`config.mk`:
```
export PLATFORM = sky130hd
export DESIGN_NAME = alu_seq
export DESIGN_NICKNAME = d
export VERILOG_FILES = /design/src/rtl/alu_seq.sv
export SDC_FILE = /design/constraint.sdc
export NUM_CORES = 1
export LEC_CHECK = 0
export CAP_MARGIN = 15
export CORE_MARGIN = 2
export CORE_UTILIZATION = 45
export DETAILED_ROUTE_END_ITERATION = 16
export DONT_BUFFER_PORTS = 1
export MAX_ROUTING_LAYER = met4
export PLACE_DENSITY = 0.71
export SYNTH_ARGS = -nofsm -noshare
export SYNTH_HDL_FRONTEND = slang
export SYNTH_SLANG_ARGS = --single-unit
```
`constraint.sdc`:
```
create_clock -name clk -period 5.55 [get_ports clk]
set_input_delay 1.11 -clock clk [delete_from_list [all_inputs] [get_ports clk]]
set_output_delay 1.11 -clock clk [all_outputs]
set_load 0.01 [all_outputs]
```
`src/rtl/alu_seq.sv`:
```
// Registered ALU with a start/busy/done handshake. Single-cycle logic ops and
// iterative one-bit-per-cycle shifts plus a shift-add unsigned multiply.
module alu_seq #(
  parameter  int ancho = 4,
  localparam int CW    = $clog2(ancho + 1)
) (
  input  logic             clk,
  input  logic             rst_n,
  input  logic             start,
  input  logic [ancho-1:0] A,
  input  logic [ancho-1:0] B,
  input  logic             ALUFlagIN,
  input  logic [3:0]       ALUControl,
  output logic             busy,
  output logic             done,
  output logic [ancho-1:0] ALUResult,
  output logic [3:0]       ALUFlags
);

  localparam int M = ancho - 1;

  localparam logic [3:0] OP_AND = 4'h0;
  localparam logic [3:0] OP_OR  = 4'h1;
  localparam logic [3:0] OP_ADD = 4'h2;
  localparam logic [3:0] OP_INC = 4'h3;
  localparam logic [3:0] OP_DEC = 4'h4;
  localparam logic [3:0] OP_NOT = 4'h5;
  localparam logic [3:0] OP_MUL = 4'h6;
  localparam logic [3:0] OP_XOR = 4'h7;
  localparam logic [3:0] OP_LSL = 4'h8;
  localparam logic [3:0] OP_LSR = 4'h9;
  localparam logic [3:0] OP_SUB = 4'hA;

  localparam logic [ancho-1:0] ONE     = {{(ancho-1){1'b0}}, 1'b1};
  localparam logic [ancho-1:0] MAX_POS = {1'b0, {(ancho-1){1'b1}}};
  localparam logic [ancho-1:0] MIN_NEG = {1'b1, {(ancho-1){1'b0}}};
  localparam logic [ancho-1:0] ANCHO_V = ancho'(ancho);

  typedef enum logic [1:0] {IDLE, RUN, FIN} state_t;

  state_t           state_reg;
  logic [3:0]       op_reg;
  logic [ancho-1:0] a_reg;
  logic [ancho-1:0] hi_reg;
  logic [ancho-1:0] lo_reg;
  logic             fill_reg;
  logic [CW-1:0]    cnt_reg;

  logic [ancho:0]   add_sum;
  logic [ancho:0]   sub_diff;
  logic [ancho:0]   inc_sum;
  logic [ancho-1:0] dec_val;
  logic [CW-1:0]    n_amt;

  logic [ancho-1:0] sc_res;
  logic             sc_c;
  logic             sc_v;
  logic             sc_multi;
  logic [3:0]       sc_flags;

  logic [ancho-1:0] sh_next;
  logic             sh_cout;
  logic [ancho:0]   mul_sum;
  logic [ancho-1:0] mul_hi_next;
  logic [ancho-1:0] mul_lo_next;
  logic [ancho-1:0] fin_res;
  logic             fin_cv;
  logic             fin_v;
  logic [3:0]       fin_flags;

  assign add_sum  = {1'b0, A} + {1'b0, B} + {{ancho{1'b0}}, ALUFlagIN};
  assign sub_diff = {1'b0, A} - {1'b0, B};
  assign inc_sum  = {1'b0, A} + {1'b0, ONE};
  assign dec_val  = A - ONE;
  // Shifting by more than the width is equivalent to shifting by exactly the width.
  assign n_amt    = (B >= ANCHO_V) ? CW'(ancho) : CW'(B);

  always_comb begin
    sc_res   = '0;
    sc_c     = 1'b0;
    sc_v     = 1'b0;
    sc_multi = 1'b0;
    case (ALUControl)
      OP_AND: sc_res = A & B;
      OP_OR:  sc_res = A | B;
      OP_XOR: sc_res = A ^ B;
      OP_NOT: sc_res = ~A;
      OP_ADD: begin
        sc_res = add_sum[ancho-1:0];
        sc_c   = add_sum[ancho];
        sc_v   = (A[M] == B[M]) && (add_sum[M] != A[M]);
      end
      OP_SUB: begin
        sc_res = sub_diff[ancho-1:0];
        sc_c   = ~sub_diff[ancho];
        sc_v   = (A[M] != B[M]) && (sub_diff[M] != A[M]);
      end
      OP_INC: begin
        sc_res = inc_sum[ancho-1:0];
        sc_c   = inc_sum[ancho];
        sc_v   = (A == MAX_POS);
      end
      OP_DEC: begin
        sc_res = dec_val;
        sc_c   = (A != '0);
        sc_v   = (A == MIN_NEG);
      end
      OP_LSL, OP_LSR: begin
        sc_res   = A;
        sc_multi = (n_amt != '0);
      end
      OP_MUL:  sc_multi = 1'b1;
      default: sc_res = '0;
    endcase
  end

  assign sc_flags = {sc_res[M], (sc_res == '0), sc_c, sc_v};

  // Next iteration values; on the final RUN cycle these are what gets written out.
  always_comb begin
    if (op_reg == OP_LSL) begin
      sh_next = {lo_reg[ancho-2:0], fill_reg};
      sh_cout = lo_reg[M];
    end else begin
      sh_next = {fill_reg, lo_reg[ancho-1:1]};
      sh_cout = lo_reg[0];
    end
  end

  assign mul_sum     = {1'b0, hi_reg} + (lo_reg[0] ? {1'b0, a_reg} : {(ancho+1){1'b0}});
  assign mul_hi_next = mul_sum[ancho:1];
  assign mul_lo_next = {mul_sum[0], lo_reg[ancho-1:1]};

  always_comb begin
    if (op_reg == OP_MUL) begin
      fin_res = mul_lo_next;
      fin_cv  = (mul_hi_next != '0);
      fin_v   = (mul_hi_next != '0);
    end else begin
      fin_res = sh_next;
      fin_cv  = sh_cout;
      fin_v   = 1'b0;
    end
  end

  assign fin_flags = {fin_res[M], (fin_res == '0), fin_cv, fin_v};

  always_ff @(posedge clk or negedge rst_n) begin
    if (!rst_n) begin
      state_reg <= IDLE;
      op_reg    <= '0;
      a_reg     <= '0;
      hi_reg    <= '0;
      lo_reg    <= '0;
      fill_reg  <= 1'b0;
      cnt_reg   <= '0;
      busy      <= 1'b0;
      done      <= 1'b0;
      ALUResult <= '0;
      ALUFlags  <= '0;
    end else begin
      case (state_reg)
        // FIN only exists to present done with busy low; it accepts like IDLE.
        IDLE, FIN: begin
          done      <= 1'b0;
          state_reg <= IDLE;
          if (start) begin
            if (sc_multi) begin
              op_reg    <= ALUControl;
              a_reg     <= A;
              fill_reg  <= ALUFlagIN;
              hi_reg    <= '0;
              lo_reg    <= (ALUControl == OP_MUL) ? B : A;
              cnt_reg   <= (ALUControl == OP_MUL) ? CW'(ancho) : n_amt;
              busy      <= 1'b1;
              state_reg <= RUN;
            end else begin
              ALUResult <= sc_res;
              ALUFlags  <= sc_flags;
              done      <= 1'b1;
            end
          end
        end
        RUN: begin
          if (op_reg == OP_MUL) begin
            hi_reg <= mul_hi_next;
            lo_reg <= mul_lo_next;
          end else begin
            lo_reg <= sh_next;
          end
          if (cnt_reg == ONE[CW-1:0]) begin
            ALUResult <= fin_res;
            ALUFlags  <= fin_flags;
            done      <= 1'b1;
            busy      <= 1'b0;
            cnt_reg   <= '0;
            state_reg <= FIN;
          end else begin
            cnt_reg <= cnt_reg - ONE[CW-1:0];
          end
        end
        default: state_reg <= IDLE;
      endcase
    end
  end

endmodule
```
==> flow_summary.toml <==
[clock_tree]
cts_bufs_inserted = 5
cts_root_buf = "clkbuf_8"
ctsLongestPathBuffers = 2
cts.sink_count = 31
post_cts.resized_instances = 0
cts_hold_repair.buffers = 0
cts_tree = "yes"
worstSkewPairLatency_ns = 0.28
h_tree_levels = 2
clkSlewWorstSetupHoldPaths_ns = 0.06
post_cts_setup_buffer_count = 0

[routing]
wire_per_inst_um = 17.5
dr.pass1.iters = 4
vias = 2238
first_iter_violations = 119
antenna_violating_nets_post_route = 0
post-route-drc-count = 0
routed_via_count_divided_by_cell_count = 6.03
wirelength_um = 6480

[timing]
finalClockSkew_ns = 0.00135
timing.slew.headroom = 0.370
unrepaired_setup_endpoints_after_global_routing = "false"
worst_pin_slew_ns = 0.943
max_clock_freq_mhz = 343
hold_viol = 0
finalSetupViolCount = 0
final-max-slew-violation-count = 0
setup_tns_ns = 0
finalCritPeriodShare = 0.525
period_needed_ns = 2.91

[layout]
most-common-layout-cells = "nand2_1 (44), dfrtp_1 (31), nor2_1 (23)"
final_nets = 336
proportion_of_layout_cells_with_a_drive_suffix_above_1 = 0.0777
antenna_cells = 0
postLayoutCoreUtil = 0.471
post_route_cell_area_sq_mm = 0.00276
number_of_inserted_filler_cells_in_the_final_layout = 580
final_common_cell = "nand2_1"
area_growth_syn_to_layout_pct = 2.51

[floorplan]
num_io_pins = 26
rows = 28
dieHeight_um = 81.3
core_area_sq_mm = 0.00585
die_width_um = 81.3
initial_util = 0.460
design.die.area_sq_mm = 0.00661

[global_route]
grt_start_max_net_pins = 32
grt_use_total = 0.220
grt_first_pass_wirelength_um = 10700
antenna_found_initial = 0
grt_pass1_vias = 2207
grt_overflow_total = 0

[pwr]
power-per-cell-area_mw_per_mm2 = 371
power_uw = 1020
power.static_leakage_uw = 0.00120
peak_ir_drop_on_the_vdd_network_mv = 0.158

[synthesis]
dominantRegCellSynth = "dfrtp_1"
yosys.area.top_type = "dfrtp_1"
synthSimpleGateAreaFrac = 0.234
synth.yosys.seq_area_share = 0.289
netlist.area_leader.share = 0.289
cell_count_after_synthesis = 308
synth_area_in_xor_xnor = 0.0228
number_of_synthesized_flops_with_an_enable_pin = 0
ys.warnings.count = 0
synth_compound_area_frac = 0.229
synthAdderAreaFrac = 0.123
synth.distinct_cells = 65
synth.net_count = 348
synthesis.area_per_instance_sq_um = 8.73
largest_family_of_logic_cells_by_synthesized_area = "simple AND/OR/NAND/NOR gates"
yosys-top-cells-area = "dfrtp_1 (29%), ha_1 (9.3%), nand2_1 (6.1%)"
syn-cell-area_sq_mm = 0.00269
multiplexer_share_of_the_synthesized_area = 0.0354
synth-seq-cells = 31
asyncSetResetFlopFracSynth = 1.00

[worst_setup_path]
setup.reg_to_reg.worst_slack_ns = 3.31
cp-end-kind = "flip-flop"
worstReg2RegEnd = "ALUFlags[2]$_DFFE_PN0P_"
r2r_start = "state_reg[1]$_DFFE_PN0N_"
sort_of_element_at_the_start_of_the_critical_path = "input port"
critical_path_peak_fanout = 11
worstPathArrival_ns = 3.11
cp.required_ns = 5.75
critical_path_class = "input port to flip-flop"
r2r.worst_path.cells = 6

[run]
max-cap-violations = 0

[placement]
place_congestion = 0.979
io_buffers = 0
dp.final_hpwl_um = 4980
dpl-instance-area_sq_mm = 0.00267

[hold_path]
min_path_cells = 2
hold_path.startpoint = "a_reg[2]$_DFFE_PN0P_"
timing.hold.worst.class = "flip-flop to flip-flop"
timing.hold.worst_endpoint = "a_reg[2]$_DFFE_PN0P_"

[outcome]
run_status = "complete, no violations"
==> worst max path at each step <==
stage | startpoint | slack [ns] | cells past startpoint | to
CTS | B[0] | 2.69 | 6 | ALUFlags[2]$_DFFE_PN0P_
detailed placement | A[0] | 2.41 | 7 | ALUFlags[2]$_DFFE_PN0P_
global route | B[0] | 2.55 | 6 | ALUFlags[2]$_DFFE_PN0P_
floorplan | A[0] | 2.44 | 9 | ALUFlags[2]$_DFFE_PN0P_
global placement | A[0] | 2.46 | 9 | ALUResult[2]$_DFFE_PN0P_
finish | A[0] | 2.64 | 7 | ALUFlags[2]$_DFFE_PN0P_
==> per-layer routing <==
layer	vias to the layer above	wire (um)	track usage	share of wire
met5	-	0	-	0
met2	70	3170	0.367	0.49
li1	1075	-	-	-
met3	14	332	0.0422	0.051
met1	1079	2810	0.267	0.43
met4	0	165	0.0712	0.025
==> power by group <==
group	internal, uW	switching [uW]
logic	177	232
registers	329	105
clock network	97.1	82.7
total	603	420
==> critical path, cell delays in order <==
cell	delay, ns
fa_1	0.45
fa_1	0.43
a22oi_1	0.17
o22ai_1	0.11
or4_1	0.45
nand4b_1	0.21
o21ai_1	0.18
==> cell usage after synthesis (4+ instances only) <==
| cell type | n |
|---|---|
| nor2_1 | 23 |
| and2_1 | 4 |
| o221ai_1 | 4 |
| a21o_1 | 6 |
| o21ai_1 | 4 |
| nor2b_1 | 7 |
| nand2_1 | 44 |
| buf_2 | 6 |
| nor3b_1 | 4 |
| fa_1 | 4 |
| buf_4 | 4 |
| clkbuf_1 | 5 |
| o21ai_0 | 17 |
| ha_1 | 20 |
| nor3_1 | 4 |
| inv_1 | 17 |
| nand2b_1 | 4 |
| nand3_1 | 7 |
| dfrtp_1 | 31 |
| a21oi_1 | 20 |
| a22oi_1 | 4 |
| mux2i_1 | 5 |
| xnor2_1 | 4 |
==> through the flow <==
step                std cells  setup WS, ns  hold slack [ns]
global placement          364          2.46            0.456
floorplan                 308          2.44            0.442
finish                    371          2.64            0.478
detailed placement        364          2.41            0.468
global route              371          2.55            0.498
CTS                       371          2.69            0.483
==> logic make-up (layout without fill, tap and decap cells) <==
family	count (synthesis)	after routing
AOI/OAI and AO/OA	83	83
xor gates and xnor gates	7	7
adders and majority gates	24	24
buffers and inverters	37	25
DFF	31	31
muxes	9	9
and+or+nand+nor	117	117
==> final cells by class <==
cell class,count,area (sq um),area share
multi-input cells,240,1730,0.628
inverters,18,67.6,0.0245
clock buffers,6,82.6,0.0300
clock inverters,1,5.00,0.00182
flip-flops and latches,31,776,0.281
well taps,75,93.8,0.0340
No activity file was read; power rests on OpenSTA's default activity.
==> edit (same settings) <==
Re-encode `state_t` (3 states) as one-hot, 3 bits wide.
--- a/src/rtl/alu_seq.sv
+++ b/src/rtl/alu_seq.sv
@@ -36,7 +36,7 @@
   localparam logic [ancho-1:0] MIN_NEG = {1'b1, {(ancho-1){1'b0}}};
   localparam logic [ancho-1:0] ANCHO_V = ancho'(ancho);
 
-  typedef enum logic [1:0] {IDLE, RUN, FIN} state_t;
+  typedef enum logic [2:0] {IDLE = 3'b001, RUN = 3'b010, FIN = 3'b100} state_t;
 
   state_t           state_reg;
   logic [3:0]       op_reg;
Function: no difference found for any inputs over 10 cycles, from zero or initial values and one cycle with rst_n low; not proved beyond that.
==> edit against the original RTL <==
- area after synthesis is 0.70% higher
- worst setup slack worse by 0.39 ns
- first-iteration DRC count is 1.7% higher
- sequential cell count is 1 higher
- wire length is 4.4% lower
- largest cell class unchanged
- final area is 1.0% higher
Power is not compared: it rests on default switching activity, and its combinational part moved more than twofold at a synthesized area within 25%.
==> edit: results <==
sta:
  setup_viol: 0
  fmax_mhz: 303
  tightestPinTransition_ns: 0.795
  finClkSkew_ns: 0.00560
synthesis:
  synth_async_sr_flop_share_pct: 100
  yosys-top-cells-area: "dfrtp_1 (29%), ha_1 (9.2%), o21ai_0 (5.4%)"
  yosysSeqAreaShare_pct: 29.6
  yosys_warnings: 0
  synth.net_count: 349
  ys_top_cells_by_count: "dfrtp_1 (31), nand2_1 (30), o21ai_0 (29)"
  synth.distinct_cells: 62
setup_path:
  path_max_fanout: 8
  critPathArrivalTime_ns: 3.47
run_status:
  status: "finished clean"
final_layout:
  fill_cells: 559
  nets: 339
  diodes: 0
  drive_above_1_share_pct: 8.33
clock_tree:
  cts_setup_buffers: 0
  clkTransAtPathRegs_ns: 0.06
  h-tree-depth: 2
  numCtsBuffers: 5
  postCtsResizedCells: 0
  root_buffer: "clkbuf_8"
  clk_path_buf_depth: 2
  clk_latency_ns: 0.28
hold_path:
  worst_hold_path_type: "reg -> reg"
global_routing:
  grt_max_degree: 33
  grt_pass1_wl_um: 10100
  grt_pass1_vias: 2028
  grt_use_total_pct: 20.2
  antenna_found_initial: 0
place:
  dpl.hpwl_um: 4550
  place.port_buffers: 0
  gp_congestion: 0.965
detailed_routing:
  wire_per_inst_um: 16.5
  vias: 2177
  drtIter0Drc: 121
  dr.pass1.iters: 4
power:
  vdd.ir_drop.worst_uv: 138
  p_leak_nw: 1.20
## edit: cell count changes after synthesis, sizes merged, moves of 4 or more
cell	change
a31oi	+4
a21oi	+4
nand3	+5
inv	+5
nor2	-5
o21ai	+9
a22oi	-4
nand2	-14
## edit: final timing paths
check                                         startpoint                  endpoint  slack, ns  cells past startpoint
worst max-delay path                                A[0]  ALUResult[1]$_DFFE_PN0P_       2.25                      8
worst min-delay path                a_reg[3]$_DFFE_PN0P_      a_reg[3]$_DFFE_PN0P_       0.48                      2
worst max register to register  state_reg[0]$_DFFE_PN1N_   ALUFlags[2]$_DFFE_PN0P_       3.11                      5
worst min register to register      a_reg[3]$_DFFE_PN0P_      a_reg[3]$_DFFE_PN0P_       0.48                      2
max in group asynchronous                          rst_n  state_reg[0]$_DFFE_PN1N_       4.85                      0
min in group asynchronous                          rst_n     hi_reg[1]$_DFFE_PN0P_       0.52                      0
## edit: layout make-up
type	count	area share, %
Sequential cell	32	28.8
Inverter	22	2.96
Multi-Input combinational cell	237	61.4
Timing Repair Buffer	1	0.270
Tap cell	75	3.37
Clock buffer	8	3.23
## edit: critical path: stages
cell	delay (ns)
fa_1	0.46
fa_1	0.43
nor3b_1	0.14
o21ai_0	0.14
a21oi_1	0.08
a2111oi_0	0.63
o21ai_0	0.19
mux2_2	0.29
## edit: kinds of logic (layout without fill, tap and decap cells)
family,Yosys count,after routing,share of synthesized area [%]
AND/OR/NAND/NOR,104,104,21.7
buffers and inverters,40,31,7.26
XOR/XNOR,9,9,2.91
multiplexers,14,14,5.50
adder cells (fa/ha/maj),24,24,12.2
AO/OA/AOI/OAI,86,86,20.8
flip-flops,32,32,29.6
## edit: report_power, final
| part | switching, mW | internal (mW) |
|---|---|---|
| Clock | 0.0806 | 0.101 |
| Combinational | 0.0868 | 0.0853 |
| Sequential | 0.0450 | 0.279 |
| Total | 0.212 | 0.466 |
## edit: per-stage QoR
stage	cell area [um2]	instances	setup WS, ns	hold slack (ns)	util, %
2_1_floorplan	2710	309	2.29	0.442	-
3_3_place_gp	2700	367	2.10	0.454	46.1
3_5_place_dp	2700	367	1.99	0.463	46.1
4_1_cts	2790	375	2.29	0.477	47.6
5_1_grt	2790	375	2.16	0.499	47.6
6_report	2790	375	2.25	0.480	47.6
## edit: per-layer routing
metal | track usage (%) | part of all wire (%) | routed length (um) | vias to the layer above
met2 | 30.2 | 45 | 2790 | 50
met5 | - | 0 | 0 | -
met1 | 27.7 | 49 | 3010 | 1038
li1 | - | - | - | 1080
met4 | 5.83 | 1.1 | 69 | 0
met3 | 4.40 | 5.3 | 328 | 9
